--- src/rtl/sbox_layer_serial_3share.sv ---
// Serial nibble sequencer for the 3-share masked PRINCE S-box layer.
// Streams one nibble per cycle into an external 1-cycle S-box stage and rebuilds the 3-share result.
module sbox_layer_serial_3share #(
    parameter int NIBBLES = 16
) (
    input  logic                   clk,
    input  logic                   rst,
    input  logic                   start,
    input  logic [4*NIBBLES-1:0]   st1_in,
    input  logic [4*NIBBLES-1:0]   st2_in,
    input  logic [4*NIBBLES-1:0]   st3_in,
    input  logic [7:0]             rnd_in,
    output logic                   rnd_req,
    output logic [3:0]             sb_in1,
    output logic [3:0]             sb_in2,
    output logic [3:0]             sb_in3,
    output logic [7:0]             sb_r,
    input  logic [3:0]             sb_out1,
    input  logic [3:0]             sb_out2,
    input  logic [3:0]             sb_out3,
    output logic [4*NIBBLES-1:0]   res1,
    output logic [4*NIBBLES-1:0]   res2,
    output logic [4*NIBBLES-1:0]   res3,
    output logic                   busy,
    output logic                   done
);

    localparam int W  = 4 * NIBBLES;
    localparam int CW = (NIBBLES > 1) ? $clog2(NIBBLES) : 1;

    typedef enum logic [1:0] {
        S_IDLE  = 2'd0,
        S_FEED  = 2'd1,
        S_DRAIN = 2'd2,
        S_DONE  = 2'd3
    } state_t;

    state_t          r_state;
    logic [CW-1:0]   r_cnt;
    logic            r_busy;
    logic            r_done;

    logic            w_accept;
    logic            w_last_feed;
    logic            w_capture;

    assign w_accept    = start && ((r_state == S_IDLE) || (r_state == S_DONE));
    assign w_last_feed = (r_state == S_FEED) && (r_cnt == CW'(NIBBLES - 1));
    // The stage has one cycle of latency, so the first FEED cycle has nothing to capture yet.
    assign w_capture   = ((r_state == S_FEED) && (r_cnt != '0)) || (r_state == S_DRAIN);

    always_ff @(posedge clk) begin
        if (rst) begin
            r_state <= S_IDLE;
            r_cnt   <= '0;
            r_busy  <= 1'b0;
            r_done  <= 1'b0;
        end else begin
            case (r_state)
                S_IDLE, S_DONE: begin
                    r_done <= 1'b0;
                    if (start) begin
                        r_state <= S_FEED;
                        r_cnt   <= '0;
                        r_busy  <= 1'b1;
                    end else begin
                        r_state <= S_IDLE;
                        r_busy  <= 1'b0;
                    end
                end
                S_FEED: begin
                    r_cnt  <= r_cnt + CW'(1);
                    r_busy <= 1'b1;
                    r_done <= 1'b0;
                    if (w_last_feed) begin
                        r_state <= S_DRAIN;
                    end
                end
                S_DRAIN: begin
                    r_state <= S_DONE;
                    r_busy  <= 1'b0;
                    r_done  <= 1'b1;
                end
                default: begin
                    r_state <= S_IDLE;
                    r_busy  <= 1'b0;
                    r_done  <= 1'b0;
                end
            endcase
        end
    end

    logic [W-1:0] w_st_in  [3];
    logic [3:0]   w_sb_out [3];
    logic [W-1:0] r_shift  [3];
    logic [W-1:0] r_res    [3];

    assign w_st_in[0]  = st1_in;
    assign w_st_in[1]  = st2_in;
    assign w_st_in[2]  = st3_in;
    assign w_sb_out[0] = sb_out1;
    assign w_sb_out[1] = sb_out2;
    assign w_sb_out[2] = sb_out3;

    // Each share owns its own shift and result register; no logic ever mixes two shares.
    for (genvar gi = 0; gi < 3; gi++) begin : g_share
        always_ff @(posedge clk) begin
            if (rst) begin
                r_shift[gi] <= '0;
                r_res[gi]   <= '0;
            end else begin
                if (w_accept) begin
                    r_shift[gi] <= w_st_in[gi];
                end else if (r_state == S_FEED) begin
                    r_shift[gi] <= r_shift[gi] >> 4;
                end
                if (w_capture) begin
                    r_res[gi] <= {w_sb_out[gi], r_res[gi][W-1:4]};
                end
            end
        end
    end

    assign sb_in1  = (r_state == S_FEED) ? r_shift[0][3:0] : 4'h0;
    assign sb_in2  = (r_state == S_FEED) ? r_shift[1][3:0] : 4'h0;
    assign sb_in3  = (r_state == S_FEED) ? r_shift[2][3:0] : 4'h0;
    assign rnd_req = r_busy;
    assign sb_r    = r_busy ? rnd_in : 8'h00;
    assign busy    = r_busy;
    assign done    = r_done;
    assign res1    = r_res[0];
    assign res2    = r_res[1];
    assign res3    = r_res[2];

endmodule
--- config.mk ---
export PLATFORM = sky130hd
export DESIGN_NAME = sbox_layer_serial_3share
export DESIGN_NICKNAME = d
export VERILOG_FILES = /design/src/rtl/sbox_layer_serial_3share.sv
export SDC_FILE = /design/constraint.sdc
export NUM_CORES = 1
export LEC_CHECK = 0
export ABC_CLOCK_PERIOD_IN_PS = 6200
export BUFFER_PORTS_ARGS = -buffer_cell sky130_fd_sc_hd__buf_2
export CAP_MARGIN = 0
export CORE_MARGIN = 2
export CORE_UTILIZATION = 29
export CTS_CLUSTER_SIZE = 20
export DETAILED_ROUTE_END_ITERATION = 8
export PLACE_DENSITY = 0.6
export SLEW_MARGIN = 20
export SYNTH_ARGS = -nofsm -noshare
export SYNTH_HDL_FRONTEND = slang
export SYNTH_SLANG_ARGS = --single-unit
--- constraint.sdc ---
create_clock -name clk -period 6.2 [get_ports clk]
set_input_delay 0 -clock clk [delete_from_list [all_inputs] [get_ports clk]]
set_output_delay 0 -clock clk [all_outputs]
set_load 0.01 [all_outputs]
======== Yosys cells after proc, flatten, opt, wreduce, memory -nomap -nowiden ========
Memories as Yosys holds them, arrays and structs flattened.
Cells that the tools add are included.
word-level totals
  register bits after elaboration ......... 8
  bits in writable memories ............... 384
  output and inout bits ................... 215
  word-level logic and storage cells ...... 66
  memories ................................ 2
memory list
  memory   depth  bits a word  read ports  clocked after Yosys merged registers in  wr ports  line  source
  r_res    3      64           3           0                                        3         96    logic [W-1:0] r_res [3];
  r_shift  3      64           3           0                                        3         95    logic [W-1:0] r_shift [3];
cells by class
  $add $sub $neg .......................... 1
  equality and inequality tests ........... 6
  multiplexer cells ....................... 33
  bitwise gates (word level) .............. 9
  reduce and logical (&&, ||, !) cells .... 11
operators with widths
  cell                   count
  $mux W64               9
  $mux W4                4
  $mux W1                14
  $or A1 B1 Y1           9
  $mux W8                1
  $pmux W4 S2            1
  $pmux W2 S3            1
  $add A4 B1 Y4 const B  1
  $eq A2 B2 Y1 const B   2
  $eq A4 B4 Y1 const B   1
  $ne A2 B2 Y1 const B   2
  $reduce_bool A4 Y1     1
  $logic_and A1 B1 Y1    3
  $pmux W1 S3            1
  $reduce_or A3 Y1       1
  $eq A2 B1 Y1 const B   1
  $logic_not A2 Y1       1
  $logic_or A1 B1 Y1     2
  $mux W2                1
  $pmux W1 S2            1
  $reduce_and A2 Y1      1
  $reduce_bool A2 Y1     1
  $reduce_or A2 Y1       1

======== Depth between registers and ports, before layout ========
  depth after elaboration ................. 8
  gate-level depth with buffers ........... 8
  depth with buffers taken out ............ 5

======== Least setup slack after synthesis ========
No wires, ideal clock.
  path type ............................... reg2reg
  start ................................... reg r_state[1]
  end ..................................... mem r_res[0][0] in the netlist's numbering (enable)
  library setup time ...................... 552 ps
  arrival time ............................ 4821 ps
  data required time ...................... 5648 ps
  slack ................................... 827 ps
  stages on the path, launching flop included .. 5
  path buffers ............................ 1
  cell sequence ........................... dfxtp_1 -> inv_1 -> ha_1 -> clkbuf_1 -> a211o_1
RTL lines
  what                      line  source
  start: declaration        38    state_t r_state;
  start signal: assignment  54    r_state <= S_IDLE;
  start signal: assignment  63    r_state <= S_FEED;
  start signal: assignment  67    r_state <= S_IDLE;
  end: declaration          96

==> results.py <==
metrics = {
    "yosys": {
        "yosysSeqAreaShare_pct": 74.9,
        "synth_cell_types": 32,
        "synth.avg_cell_area_um2": 15.0,
        "syn_nets": 1260,
        "ys_seq_elements": 392,
        "syn-cell-area_um2": 15600,
        "synthCells": 1040,
        "yosysWarnings": 0,
    },
    "sta": {
        "rsz0062_at_grt": "false",
        "clock.fmax_ghz": 0.346,
        "finalHoldViolCount": 0,
        "finalSetupViolations": 0,
        "worstMarginPinSlew_ns": 1.01,
        "finClkSkew_ns": 0.0175,
        "fin_crit_ns": 2.89,
        "drv_slew": 0,
        "tns_ns": 0,
        "relSlewSlack_pct": 32.8,
        "timing.final.crit_share_pct": 46.6,
    },
    "floorplanning": {
        "die_h_um": 236,
        "core.rowCount": 85,
        "ios": 430,
        "initial_core_util_pct": 29.2,
        "fp.dieW_um": 236,
        "coreArea_um2": 53500,
        "die-area_um2": 55700,
    },
    "clock_network": {
        "cts_tree": "yes",
        "cts_setup_buffers": 0,
        "worst_skew_pair.late_latency_ns": 0.56,
        "ctsHtreeMaxLevel": 2,
        "cts-buffers-inserted": 43,
        "cts-root-buf": "clkbuf_16",
        "cts_sinks": 392,
        "path_clk_slew_ns": 0.06,
        "clock_path_buffers": 3,
    },
    "pwr": {
        "clkPwrFrac_pct": 28.6,
        "switching_share_pct": 29.0,
        "power.density_nw_per_um2": 396,
        "peakVddDrop_mv": 0.200,
        "pwr-share-seq_pct": 50.0,
        "internal-power_w": 0.00614,
        "total_power_w": 0.00864,
        "p_leak_nw": 9.18,
        "power.switching_w": 0.00250,
        "p_comb_share_pct": 21.4,
    },
    "place": {
        "portBuffers": 429,
        "hpwl_mm": 23.8,
        "gp_congestion": 0.758,
    },
    "worst_setup_path": {
        "slowest_delay_ns": 0.74,
        "ff2ff_path_depth": 6,
        "crit_path_end_kind": "register",
        "r2r-start": "r_state[1]$_SDFFE_PP0P_",
        "cp_slowest_cell": "a311oi_4",
        "worst_setup_path_start_kind": "register",
        "cp_max_fo": 173,
        "critPathArrivalTime_ns": 3.30,
        "crit_chain": "inv_1 > ha_1 > nor2_1 > a311oi_4 > buf_12 > and2_1",
        "cp.required_ns": 6.61,
        "timing.rr.end": "r_res[0][57]$_SDFFCE_PN0P_",
        "worstSetupPathType": "register to register",
        "reg2reg_slack_ns": 3.31,
    },
    "cells_and_area": {
        "syn_to_final_growth_pct": 39.9,
        "drive_gt1_share_pct": 29.6,
        "finalNetCount": 1878,
    },
    "worst_hold_path": {
        "hold_start": "st2_in[61]",
        "whs_path_depth": 3,
        "min_to": "r_shift[1][61]$_SDFFCE_PP0P_",
        "min_path_type": "input pin to register",
    },
    "drt": {
        "totalWireLength_mm": 38.8,
        "viasPerCell": 4.48,
        "vias": 10700,
        "postRouteAntennaNets": 0,
        "dr.pass1.iters": 5,
        "first_iter_violations": 632,
        "wl_per_cell_um": 16.3,
        "drc": 0,
    },
    "global_routing": {
        "grt_pass1_vias": 10800,
        "top_usage_layer": "met2",
        "met3_usage_pct": 3.09,
        "track_usage_pct": 13.5,
        "grt_pass1_wl_mm": 59.5,
        "grt_overflow": 0,
        "use_met2_pct": 22.8,
        "antenna_found_initial": 4,
        "grt_max_degree": 193,
        "grtUsageMet1_pct": 17.0,
    },
    "status": {
        "outcome": "completed",
    },
    "job": {
        "cap_violations": 0,
    },
}
## flip-flops by register name, summed over array words and instances (netlist names)
register,cells
busy,1
r_shift,192
r_res,192
r_state,2
done,1
r_cnt,4
## Yosys cell counts
cell type | n | area (um2)
edfxtp_1 | 384 | 11500
and2_1 | 224 | 1400
nand2_1 | 126 | 473
a22o_1 | 120 | 1050
a21oi_1 | 63 | 315
clkbuf_1 | 28 | 105
clkbuf_2 | 19 | 95.1
buf_4 | 13 | 97.6
buf_2 | 12 | 60.1
dfxtp_1 | 8 | 160
inv_1 | 6 | 22.5
nor2_1 | 6 | 22.5
ha_1 | 5 | 62.6
nand2b_1 | 3 | 18.8
nor2b_1 | 3 | 18.8
a311oi_1 | 2 | 17.5
buf_6 | 2 | 22.5
nand3_1 | 2 | 10.0
a211o_1 | 1 | 8.76
a21boi_0 | 1 | 7.51
a21o_1 | 1 | 7.51
a221oi_1 | 1 | 8.76
a2bb2oi_1 | 1 | 8.76
a311oi_2 | 1 | 15.0
a32oi_1 | 1 | 8.76
and2b_1 | 1 | 7.51
and3_1 | 1 | 6.26
mux2i_1 | 1 | 10.0
nand3b_1 | 1 | 7.51
nand4b_1 | 1 | 8.76
nor3_4 | 1 | 16.3
o21ai_0 | 1 | 5.00
## layer usage
| metal | routed length (um) | up-vias |
|---|---|---|
| met1 | 16300 | 5200 |
| met5 | 26 | - |
| met4 | 1010 | 4 |
| met2 | 19000 | 372 |
| met3 | 2540 | 77 |
| li1 | - | 5052 |
## cells by family (layout without fill, tap and decap cells)
kind of cell,count (synthesis),after routing,share of synthesized area (%)
adders and majority gates,5,5,0.401
muxes,1,1,0.0641
and+or+nand+nor,369,369,12.8
buffers and inverters,80,730,2.58
DFF,392,392,74.9
other,0,2,0
AOI/OAI and AO/OA,193,193,9.31
## power by group through the flow
stage                     logic (W)  registers, W  clock network, W
after detailed placement    0.00175       0.00439                 0
after floorplan            0.000954       0.00453                 0
after global routing        0.00203       0.00441           0.00266
final                       0.00185       0.00432           0.00247
after global placement      0.00171       0.00436                 0
after CTS                   0.00186       0.00434           0.00255
## through the flow
stage	setup WS, ns	hold slack (ns)	cell area (um2)	instances	utilization [%]
6_report	3.31	0.260	21800	2388	40.8
5_1_grt	3.03	0.247	21800	2388	40.8
4_1_cts	3.23	0.200	21800	2385	40.7
3_5_place_dp	3.23	0.280	18400	2101	34.4
3_3_place_gp	3.32	0.277	18400	2101	34.4
2_1_floorplan	0.827	0.150	15600	1040	-
## layout make-up
class / instances / area (um2)
clock buffers: 63 / 1170
repair buffers: 647 / 4350
multi-input cells: 568 / 3570
clock inverters: 14 / 158
flip-flops and latches: 392 / 11700
well taps: 696 / 871
fillers: 4942 / 31700
diodes: 2 / 5.00
inverters: 6 / 22.5
## worst max path at each step
stage	startpoint	endpoint	slack [ns]	cells past startpoint
after floorplan	r_state[1]$_SDFFE_PP0P_	r_res[0][0]$_SDFFCE_PN0P_	0.83	4
after global placement	r_state[0]$_SDFFE_PP0P_	r_shift[0][61]$_SDFFCE_PP0P_	3.32	5
after detailed placement	r_state[0]$_SDFFE_PP0P_	r_shift[0][61]$_SDFFCE_PP0P_	3.23	5
after CTS	r_state[0]$_SDFFE_PP0P_	r_shift[1][62]$_SDFFCE_PP0P_	3.23	5
after global routing	r_state[1]$_SDFFE_PP0P_	r_res[1][62]$_SDFFCE_PN0P_	3.03	6
final	r_state[1]$_SDFFE_PP0P_	r_res[0][57]$_SDFFCE_PN0P_	3.31	6
## worst max-delay path: cells and delay by family (launching register included)
| family | cells | cell delay (ns) |
|---|---|---|
| fa+ha+maj | 1 | 0.61 |
| buf+inv | 2 | 0.56 |
| compound gates | 1 | 0.74 |
| simple gates | 2 | 0.39 |
| flops | 1 | 0.31 |
## cell usage in the layout (no fill, tap or decap), drive strengths merged, types with 8 or more instances in the layout
cell | Yosys | layout
and2 | 224 | 224
buf | 27 | 440
edfxtp | 384 | 384
dfxtp | 8 | 8
a22o | 120 | 120
a21oi | 63 | 63
clkinv | 0 | 8
dlygate4sd3 | 0 | 207
nand2 | 126 | 126
clkbuf | 47 | 63
## repair_timing
action                    4_1_cts  5_1_grt
hold buffers                  207        0
hold endpoints to repair      212        0
gates resized for setup         0        0
Note: power is estimated with default switching activity, not from simulation.
